### config.mk
export PLATFORM = sky130hd
export DESIGN_NAME = cpu7_ifu_imem_resp
export DESIGN_NICKNAME = d
export VERILOG_FILES = /design/src/rtl/cpu7_ifu_imem_resp.sv
export SDC_FILE = /design/constraint.sdc
export NUM_CORES = 1
export LEC_CHECK = 0
export BUFFER_PORTS_ARGS = -buffer_cell sky130_fd_sc_hd__buf_2
export CORE_AREA = 5 5 120 122
export CTS_BUF_LIST = sky130_fd_sc_hd__clkbuf_4 sky130_fd_sc_hd__clkbuf_8
export CTS_CLUSTER_SIZE = 20
export DETAILED_ROUTE_END_ITERATION = 12
export DIE_AREA = 0 0 125 127
export PLACE_DENSITY = 0.52
export SYNTH_ARGS = -nofsm -noshare
export SYNTH_HDL_FRONTEND = slang
export SYNTH_SLANG_ARGS = --single-unit
### constraint.sdc
create_clock -name clock -period 3.6 [get_ports clock]
set_clock_uncertainty 0.05 [all_clocks]
set_input_delay 1.08 -clock clock [delete_from_list [all_inputs] [get_ports clock]]
set_output_delay 1.08 -clock clock [all_outputs]
set_load 0.05 [all_outputs]
### src/rtl/cpu7_ifu_imem_resp.sv
// IFU instruction-side responder: issues SRAM line reads for fetch requests and
// returns the word-aligned line, fetch-address exception and uncached flag.
module cpu7_ifu_imem_resp #(
  parameter int          RAM_AW       = 12,
  parameter int          RAM_LAT      = 1,
  parameter logic [31:0] UNCACHE_BASE = 32'hA000_0000
) (
  input  logic              clock,
  input  logic              reset,
  input  logic              inst_req,
  input  logic [31:0]       inst_addr,
  input  logic              inst_cancel,
  output logic              inst_addr_ok,
  output logic              inst_valid,
  output logic [127:0]      inst_rdata,
  output logic [1:0]        inst_count,
  output logic              inst_ex,
  output logic [5:0]        inst_exccode,
  output logic              inst_uncache,
  output logic              ram_en,
  output logic [RAM_AW-1:0] ram_addr,
  input  logic [127:0]      ram_rdata
);

  logic               misaligned;
  logic [RAM_LAT-1:0] v_q;
  logic [RAM_LAT-1:0] ex_q;
  logic [RAM_LAT-1:0] unc_q;
  logic [RAM_LAT-1:0][1:0] off_q;

  logic       l_v;
  logic       l_ex;
  logic       l_unc;
  logic [1:0] l_off;

  assign misaligned   = (inst_addr[1:0] != 2'b00);
  assign inst_addr_ok = inst_req & ~reset;
  assign ram_en       = inst_addr_ok & ~misaligned;
  assign ram_addr     = reset ? '0 : inst_addr[RAM_AW+3:4];

  // Stage 0 always takes the new request, even under cancel: that is the redirect fetch.
  always_ff @(posedge clock) begin
    if (reset) begin
      v_q   <= '0;
      ex_q  <= '0;
      unc_q <= '0;
      off_q <= '0;
    end else begin
      v_q[0]   <= inst_addr_ok;
      ex_q[0]  <= misaligned;
      off_q[0] <= inst_addr[3:2];
      unc_q[0] <= (inst_addr >= UNCACHE_BASE);
      for (int k = 1; k < RAM_LAT; k++) begin
        v_q[k]   <= v_q[k-1] & ~inst_cancel;
        ex_q[k]  <= ex_q[k-1];
        off_q[k] <= off_q[k-1];
        unc_q[k] <= unc_q[k-1];
      end
    end
  end

  assign l_v   = v_q[RAM_LAT-1] & ~reset;
  assign l_ex  = ex_q[RAM_LAT-1];
  assign l_unc = unc_q[RAM_LAT-1];
  assign l_off = off_q[RAM_LAT-1];

  assign inst_valid = l_v & ~inst_cancel;

  always_comb begin
    inst_rdata   = '0;
    inst_count   = 2'd0;
    inst_ex      = 1'b0;
    inst_exccode = 6'h00;
    inst_uncache = 1'b0;
    if (l_v) begin
      inst_ex      = l_ex;
      inst_exccode = l_ex ? 6'h08 : 6'h00;
      inst_uncache = l_unc;
      if (!l_ex) begin
        inst_rdata = ram_rdata >> {l_off, 5'b00000};
        inst_count = 2'd3 - l_off;
      end
    end
  end

endmodule
==> reports/metrics.yaml, run 1 <==
sta:
  setup_violations: 0
  period_share: 0.9937
  post-route-min-period_ns: 3.577
  fmax_mhz: 279.5
  finalSetupTns_ns: 0
  tightestPinTransition_ns: 0.4778
  max_slew_margin: 0.6724
  worst_slack_ns: 0.02255
  hold_viol: 0
  slew_viol_final: 0
  whs_ns: 1.026
routing:
  firstDrtPassIters: 4
  wl_per_cell_microns: 15.32
  vias_per_cell: 4.644
  drt_iter0_drc: 92
  num_vias: 3822
  totalWireLength_mm: 12.61
  ant_nets: 0
  drc: 0
power_and_ir_drop:
  power_density_mw_per_mm2: 149.4
  p_leak_nw: 2.410
  vdd_drop_max_v: 0.0001731
setup_path:
  worstPathRequired_ns: 2.47
  critPathLaunchType: "input port"
  cp_num_buf_inv: 3
  arrival_ns: 2.45
  critPathMaxFanout: 31
  cpMaxStageDelayCell: "or4b_4"
  cp-end-kind: "output pin"
  critPathKind: "in -> out"
  slowest_delay_ns: 0.57
  cp_top_family: "simple AND/OR/NAND/NOR gates"
  cp_common_cell: "buf_2"
  crit_chain: "buf_2, or4b_4, buf_12, nor2_2, buf_2"
cts:
  cts_setup_buffers: 0
  clockBufferDepth: 2
  path_clk_slew_ns: 0.03
  tritoncts: "built"
  cts-root-buf: "clkbuf_8"
  cts_buffers: 3
  htreeDepth: 1
  clock_sinks: 5
floorplan:
  coreArea_sq_mm: 0.01309
  dieArea_sq_mm: 0.01588
  initial_utilization: 0.2069
  fp.dieW_microns: 125
  ios: 317
  die_h_microns: 127
  num_rows: 42
yosys:
  mappedNetlistArea_sq_mm: 0.002708
  synth_warnings: 0
  synth_cells: 376
  syn_avg_cell_area_sq_um: 7.201
  synth_seq_cells: 5
  synth-seq-area-share: 0.03697
  synth.distinct_cells: 20
grt:
  grt_max_degree: 67
  antenna_found_initial: 0
  grt_pass1_wl_mm: 19.58
  grt_use_total: 0.1440
  grt_pass1_vias: 3907
  grt_overflow: 0
placed_design:
  port_buffers: 298
  gp_congestion: 0.8547
  hpwl_mm: 10.49
  place_ws_ns: -0.04857
outcome:
  status: "finished, final reports clean"
hold_path:
  hold_class: "in -> reg"
finish:
  final_util: 0.3711
  nets: 812
  synthToLayoutAreaGrowth_pct: 79.34
  n_antenna_cell: 0
  drive_gt1_frac: 0.5981
flow_run:
  cap_violations: 0
[layer usage]
layer  GRT usage  wire length (microns)  vias up
met2      0.2857                   6635      185
met5           0                      0        -
li1            -                      -     1882
met4     0.02551                    104        0
met1      0.1580                   4871     1749
met3     0.03088                   1001        6
[synth_stat cells (all sizes together)]
master	count	area, sq um
nor3b	1	7.510
nand2b	33	206.5
buf	31	227.7
and2	35	219.0
conb	1	3.750
nand3b	1	7.510
a211oi	64	480.5
or4b	1	13.76
nor2	37	146.4
clkbuf	20	75.07
mux2i	64	640.6
o22ai	32	262.8
inv	1	3.750
dfxtp	5	100.1
nor2b	50	312.8
[sequential cells by signal (all words and copies together), names as in the netlist]
register  count
ex_q          1
l_off         2
l_unc         1
v_q           1
[power breakdown]
part	total, mW	leakage (nW)	internal (mW)	switching (mW)
logic	0.556	2.34	0.201	0.356
clock network	0.109	0.0262	0.0833	0.0253
registers	0.0609	0.0425	0.0588	0.00213
total	0.726	2.41	0.343	0.383
[final cells by class]
cell class | count | area (sq um)
Fill cell | 1387 | 8229
Multi-Input combinational cell | 323 | 2644
Timing Repair Buffer | 314 | 1834
Tap cell | 176 | 220.2
Sequential cell | 5 | 105.1
Clock buffer | 4 | 48.80
Inverter | 1 | 3.754
[placed cells by master (no fill, tap or decap), drive strengths merged]
cell type	n
a211oi	64
and2	35
buf	307
clkbuf	11
conb	5
dfxtp	5
inv	1
mux2i	64
nand2b	33
nand3b	1
nor2	37
nor2b	50
nor3b	1
o22ai	32
or4b	1
[metrics by stage]
| stage | area (sq um) | power, mW | std cells |
|---|---|---|---|
| after floorplan | 3048 | 0.4457 | 380 |
| after global placement | 4700 | 0.6056 | 819 |
| after detailed placement | 4700 | 0.6163 | 819 |
| after CTS | 4831 | 0.7327 | 823 |
| after global routing | 4856 | 0.7738 | 823 |
| final | 4856 | 0.7257 | 823 |
[timing repair]
item,in CTS,in global routing
gates resized for setup,33,9
pin swaps,0,0
setup endpoints to repair,33,20
hold buffers,0,0
[cells by family (layout without fill, tap and decap cells)]
family | after synthesis | in the layout | synth area share
AO/OA/AOI/OAI | 96 | 96 | 0.2745
other | 1 | 5 | 0.001385
buffers and inverters | 52 | 319 | 0.1132
AND/OR/NAND/NOR | 158 | 158 | 0.3373
multiplexers | 64 | 64 | 0.2366
flip-flops | 5 | 5 | 0.03697
[path summary, 6_finish.rpt]
| check | start | to | slack (ns) | cells after the start |
|---|---|---|---|---|
| max | reset | inst_rdata[80] | 0.02 | 5 |
| min | inst_addr[3] | l_off[1] | 1.03 | 2 |
Note: power is estimated with default switching activity, not from simulation.
==> run 2, diff against run 1 <==
Settings changed: ABC_AREA from default to 1, PLACE_DENSITY 0.52 to 0.58.
==> reports/metrics.yaml, run 2 <==
routing:
  totalWireLength_mm: 14.17  # was 12.61 mm
  drc: 0  # unchanged
  vias_per_cell: 4.321  # was 4.644
  num_vias: 5146  # was 3822
  firstDrtPassIters: 4  # unchanged
  ant_nets: 0  # unchanged
  wl_per_cell_microns: 11.90  # was 15.32 microns
  drt_iter0_drc: 318  # was 92
cts:
  cts_setup_buffers: 0  # unchanged
  htreeDepth: 1  # unchanged
  post_cts_resized: 0  # was 33
  path_clk_slew_ns: 0.03  # about the same
  cts_buffers: 3  # unchanged
  cts-root-buf: "clkbuf_8"  # unchanged
  clock_sinks: 5  # unchanged
  clockBufferDepth: 2  # unchanged
  holdBufCountCts: 0  # unchanged
  tritoncts: "built"  # unchanged
yosys:
  synth_seq_cells: 5  # unchanged
  synth.distinct_cells: 21  # was 20
  synth_ff_type: "dfxtp_1"  # unchanged
  synth_cells: 757  # was 376
  synth_edf_count: 0  # unchanged
  mappedNetlistArea_sq_mm: 0.003406  # was 0.002708 sq mm
  synth-seq-area-share: 0.02939  # was 0.03697
  syn_avg_cell_area_sq_um: 4.499  # was 7.201 sq um
  netlist_top_cells_count: "385 x nand2_1, 163 x nor2_1, 49 x nor2_2, 32 x and2_1, 32 x nand3_1"  # was 64 x a211oi_1, 64 x mux2i_1, 50 x nor2b_1, 36 x nor2_1, 35 x and2_1
  synth_top_area_share: 0.4243  # was 0.2366
  yosys.cell_count.top_type: "nand2_1"
  synth_area_leaders: "nand2_1 42%, nor2_1 18%, nor2_2 9.0%, and2_1 5.9%, nand3_1 4.7%"  # was mux2i_1 24%, a211oi_1 18%, nor2b_1 12%, and2_1 8.1%, nand2b_1 7.6%
  async_flop_share: 0  # unchanged
  synth_top_cell_by_area: "nand2_1"  # was mux2i_1
  synth_warnings: 0  # unchanged
setup_path:
  cp_num_buf_inv: 4  # was 3
  critPathMaxFanout: 24  # was 31
  cp.depth: 8  # was 5
  slowest_delay_ns: 0.30  # was 0.57 ns
  cp_top_family: "buffers and inverters"  # was simple AND/OR/NAND/NOR gates
  critPathKind: "in -> out"  # unchanged
  crit_chain: "buf_2, inv_2, nand2_4, nor2_4, buf_4, nand2_1, nor2_1, buf_2"  # was buf_2, or4b_4, buf_12, nor2_2, buf_2
  arrival_ns: 2.26  # was 2.45 ns
  cp_common_cell: "buf_2"  # unchanged
  cp-end-kind: "output pin"  # unchanged
  cpMaxStageDelayCell: "buf_4"  # was or4b_4
  worstPathRequired_ns: 2.47  # about the same
  critPathLaunchType: "input port"  # unchanged
finish:
  final_cell_area_sq_mm: 0.004921  # was 0.004856 sq mm
  layout_common_cells: "384 x nand2_1, 298 x buf_2, 162 x nor2_1"  # was 257 x buf_2, 64 x mux2i_1, 64 x a211oi_1
  nets: 1179  # was 812
  synthToLayoutAreaGrowth_pct: 44.49  # was 79.34%
  n_fill_cell: 1556  # was 1387
  drive_gt1_frac: 0.3669  # was 0.5981
  final_common_cell: "nand2_1"  # was buf_2
  largest_register_ffs: 2  # unchanged
grt:
  antenna_found_initial: 1  # was 0
  grt_use_total: 0.1635  # was 0.1440
  grt_pass1_wl_mm: 22.40  # was 19.58 mm
  grt_max_degree: 78  # was 67
  grt_pass1_vias: 4528  # was 3907
  grt_overflow: 0  # unchanged
sta:
  slew_viol_final: 0  # unchanged
  setup_violations: 0  # unchanged
  fmax_mhz: 294.9  # was 279.5 MHz
  rsz0062_at_grt: "no"
  whs_ns: 1.005  # was 1.026 ns
  finalSetupTns_ns: 0  # unchanged
  hold_viol: 0  # unchanged
  post-route-min-period_ns: 3.391  # was 3.577 ns
  period_share: 0.9419  # was 0.9937
flow_run:
  cap_violations: 0  # unchanged
placed_design:
  dpl_cell_area_sq_mm: 0.004870  # was 0.004700 sq mm
  port_buffers: 298  # unchanged
  gp_congestion: 0.8404  # was 0.8547
  hpwl_mm: 11.07  # was 10.49 mm
floorplan:
  ios: 317  # unchanged
  fp.dieW_microns: 125  # unchanged
  die_h_microns: 127  # unchanged
  dieArea_sq_mm: 0.01588  # unchanged
  num_rows: 42  # unchanged
  initial_utilization: 0.2603  # was 0.2069
  coreArea_sq_mm: 0.01309  # unchanged
hold_path:
  hold_class: "in -> reg"  # unchanged
  whs_path_depth: 3  # was 2
power_and_ir_drop:
  p_leak_nw: 3.145  # was 2.410 nW
  power_density_mw_per_mm2: 154.1  # was 149.4 mW/mm^2
  vdd_drop_max_v: 0.0001694  # was 0.0001731 V
outcome:
  status: "finished, final reports clean"  # unchanged
run 2: worst paths after layout:
kind              slack (ns)            end    startpoint
setup / recovery        0.21  inst_rdata[3]         reset
hold / removal          1.00       l_off[1]  inst_addr[3]
run 2: kinds of logic (layout without fill, tap and decap cells):
logic type | Yosys count | after routing | synth area share
simple gates | 665 | 665 | 0.8097
compound gates | 2 | 2 | 0.002936
other cells | 1 | 6 | 0.001101
flops | 5 | 5 | 0.02939
buf+inv | 84 | 337 | 0.1569
run 2: metal layers:
| layer | part of all wire | global-route usage | up-vias |
|---|---|---|---|
| met3 | 0.093 | 0.03840 | 15 |
| met5 | 0 | 0 | - |
| li1 | - | - | 2753 |
| met1 | 0.41 | 0.2058 | 2162 |
| met4 | 0.017 | 0.03571 | 0 |
| met2 | 0.48 | 0.2854 | 216 |
run 2: cell type report:
cell class | instances | area, sq um | area share
Sequential cell | 5 | 107.6 | 0.02187
Multi-Input combinational cell | 672 | 2796 | 0.5683
Antenna cell | 1 | 2.502 | 0.0005085
Clock buffer | 4 | 48.80 | 0.009916
Tap cell | 176 | 220.2 | 0.04475
Timing Repair Buffer | 310 | 1657 | 0.3366
Inverter | 23 | 88.84 | 0.01805
run 2: through the flow:
step / total power, mW / utilization / std cells / setup slack [ns]
3_3_place_gp: 0.6488 / 0.3722 / 1186 / 0.1723
5_1_grt: 0.8304 / 0.3761 / 1191 / 0.09302
4_1_cts: 0.7661 / 0.3759 / 1190 / 0.1741
3_5_place_dp: 0.6492 / 0.3722 / 1186 / 0.1750
2_1_floorplan: 0.4896 / - / 761 / 0.1039
6_report: 0.7583 / 0.3761 / 1191 / 0.2091
run 2: where the power goes:
| part | internal (mW) | switching [mW] | leakage, nW | total (mW) |
|---|---|---|---|---|
| registers | 0.0584 | 0.0111 | 0.0429 | 0.0695 |
| clock network | 0.0836 | 0.0280 | 0.0262 | 0.112 |
| logic | 0.187 | 0.391 | 3.08 | 0.577 |
run 2: tightest hold or removal path: stages:
cell and delay (ns):
buf_2 0.09, inv_1 0.04, nor2_1 0.03
==> run 3, diff against run 2 <==
Settings changed: PLACE_DENSITY 0.58 to 0.61.
==> reports/metrics.yaml, run 3 (synthesis results as in run 2) <==
routing:
  drt_iter0_drc: 261  # was 318
  vias_per_cell: 4.357  # was 4.321
  totalWireLength_mm: 13.90  # was 14.17 mm
  wl_per_cell_microns: 11.69  # was 11.90 microns
  drc: 0  # unchanged
  num_vias: 5180  # was 5146
  firstDrtPassIters: 5  # was 4
  ant_nets: 0  # unchanged
cts:
  clock_sinks: 5  # unchanged
  post_cts_resized: 0  # unchanged
  cts_buffers: 3  # unchanged
  path_clk_slew_ns: 0.03  # about the same
  cts-root-buf: "clkbuf_8"  # unchanged
  clockBufferDepth: 2  # unchanged
  holdBufCountCts: 0  # unchanged
  htreeDepth: 1  # unchanged
  tritoncts: "built"  # unchanged
  cts_setup_buffers: 0  # unchanged
finish:
  largest_register_ffs: 2  # unchanged
  n_fill_cell: 1574  # was 1556
  nets: 1178  # was 1179
  final_common_cell: "nand2_1"  # unchanged
  layout_common_cells: "384 x nand2_1, 298 x buf_2, 162 x nor2_1"  # unchanged
  n_antenna_cell: 0  # was 1
  drive_gt1_frac: 0.3662  # was 0.3669
  synthToLayoutAreaGrowth_pct: 44.56  # was 44.49%
sta:
  tightestPinTransition_ns: 0.5493
  slew_viol_final: 0  # unchanged
  worst_slack_ns: 0.1602  # was 0.2091 ns
  setup_violations: 0  # unchanged
  hold_viol: 0  # unchanged
  finalSetupTns_ns: 0  # unchanged
  max_slew_margin: 0.6338
  fmax_mhz: 290.7  # was 294.9 MHz
  post-route-min-period_ns: 3.440  # was 3.391 ns
  period_share: 0.9555  # was 0.9419
  rsz0062_at_grt: "no"  # unchanged
setup_path:
  cp_num_buf_inv: 4  # unchanged
  worstPathRequired_ns: 2.47  # about the same
  cp_top_family: "buffers and inverters"  # unchanged
  slowest_delay_ns: 0.27  # was 0.30 ns
  critPathLaunchType: "input port"  # unchanged
  cp-end-kind: "output pin"  # unchanged
  cpMaxStageDelayCell: "buf_2"  # was buf_4
  critPathKind: "in -> out"  # unchanged
  critPathMaxFanout: 33  # was 24
  cp.depth: 8  # unchanged
  arrival_ns: 2.31  # was 2.26 ns
  crit_chain: "buf_2, inv_2, nand2_4, nor2_4, nand2_4, buf_12, nor2_1, buf_2"  # was buf_2, inv_2, nand2_4, nor2_4, buf_4, nand2_1, nor2_1, buf_2
grt:
  grt_pass1_vias: 4503  # was 4528
  grt_use_total: 0.1573  # was 0.1635
  antenna_found_initial: 0  # was 1
  grt_max_degree: 98  # was 78
  grt_pass1_wl_mm: 21.80  # was 22.40 mm
  grt_overflow: 0  # unchanged
outcome:
  status: "finished, final reports clean"  # unchanged
floorplan:
  dieArea_sq_mm: 0.01588  # unchanged
  coreArea_sq_mm: 0.01309  # unchanged
  initial_utilization: 0.2603  # unchanged
  ios: 317  # unchanged
  fp.dieW_microns: 125  # unchanged
  num_rows: 42  # unchanged
  die_h_microns: 127  # unchanged
power_and_ir_drop:
  vdd_drop_max_v: 0.0002452  # was 0.0001694 V
  swShare: 0.5638  # was 0.5667
  power_frac_clock: 0.144  # was 0.147
  power.switching_uw: 425.1  # was 429.7 uW
  p_int_uw: 328.9  # was 328.5 uW
  power_density_mw_per_mm2: 153.1  # was 154.1 mW/mm^2
  power_frac_comb: 0.775  # was 0.761
  power_frac_seq: 0.082  # was 0.092
  p_leak_nw: 3.141  # was 3.145 nW
hold_path:
  whs_path_depth: 3  # unchanged
  hold_class: "in -> reg"  # unchanged
  hp-start: "inst_addr[3]"  # unchanged
  hold_end: "l_off[1]"  # unchanged
placed_design:
  hpwl_mm: 10.97  # was 11.07 mm
  port_buffers: 298  # unchanged
  place_ws_ns: 0.1502  # was 0.1750 ns
  gp_congestion: 0.9091  # was 0.8404
flow_run:
  cap_violations: 0  # unchanged
## run 3: changes by cell type in the layout (fill, tap and decap cells not counted)
cell and change:
buf_12 +1, buf_4 -2, diode_2 -1
## run 3: metal layers
layer / up-vias / track usage / routed length (microns)
li1: 2740 / - / -
met1: 2198 / 0.1946 / 5762
met2: 226 / 0.2847 / 6757
met3: 16 / 0.03548 / 1183
met4: 0 / 0.02487 / 197
met5: - / 0 / 0
## run 3: final cells by class
cell class / instances / area [sq um] / area share
multi-input cells: 672 / 2796 / 0.5680
repair buffers: 309 / 1662 / 0.3375
well taps: 176 / 220.2 / 0.04473
flip-flops and latches: 5 / 107.6 / 0.02186
inverters: 23 / 88.84 / 0.01804
clock buffers: 4 / 48.80 / 0.009911
## run 3: how the worst max path moves through the flow
stage	from	endpoint	slack, ns
floorplan	reset	inst_count[0]	0.10
global placement	reset	inst_rdata[72]	0.15
detailed placement	reset	inst_rdata[74]	0.15
CTS	reset	inst_rdata[74]	0.15
global route	reset	inst_rdata[72]	0.04
finish	reset	inst_rdata[74]	0.16
## run 3: power groups by stage
| stage | clock network [mW] | logic (mW) | registers [mW] |
|---|---|---|---|
| 6_report | 0.108 | 0.584 | 0.0617 |
| 2_1_floorplan | 0 | 0.428 | 0.0614 |
| 5_1_grt | 0.115 | 0.646 | 0.0622 |
| 3_3_place_gp | 0 | 0.585 | 0.0625 |
| 4_1_cts | 0.111 | 0.588 | 0.0618 |
| 3_5_place_dp | 0 | 0.586 | 0.0626 |
## run 3: metrics by stage
stage,area [sq um],power [mW],hold slack (ns),util,cells
after floorplan,3423,0.4896,1.137,-,761
after global placement,4875,0.6475,1.236,0.3725,1185
after detailed placement,4875,0.6486,1.236,0.3725,1185
after CTS,4923,0.7609,1.010,0.3763,1189
after global routing,4923,0.8229,1.018,0.3763,1189
final,4923,0.7540,1.014,0.3763,1189
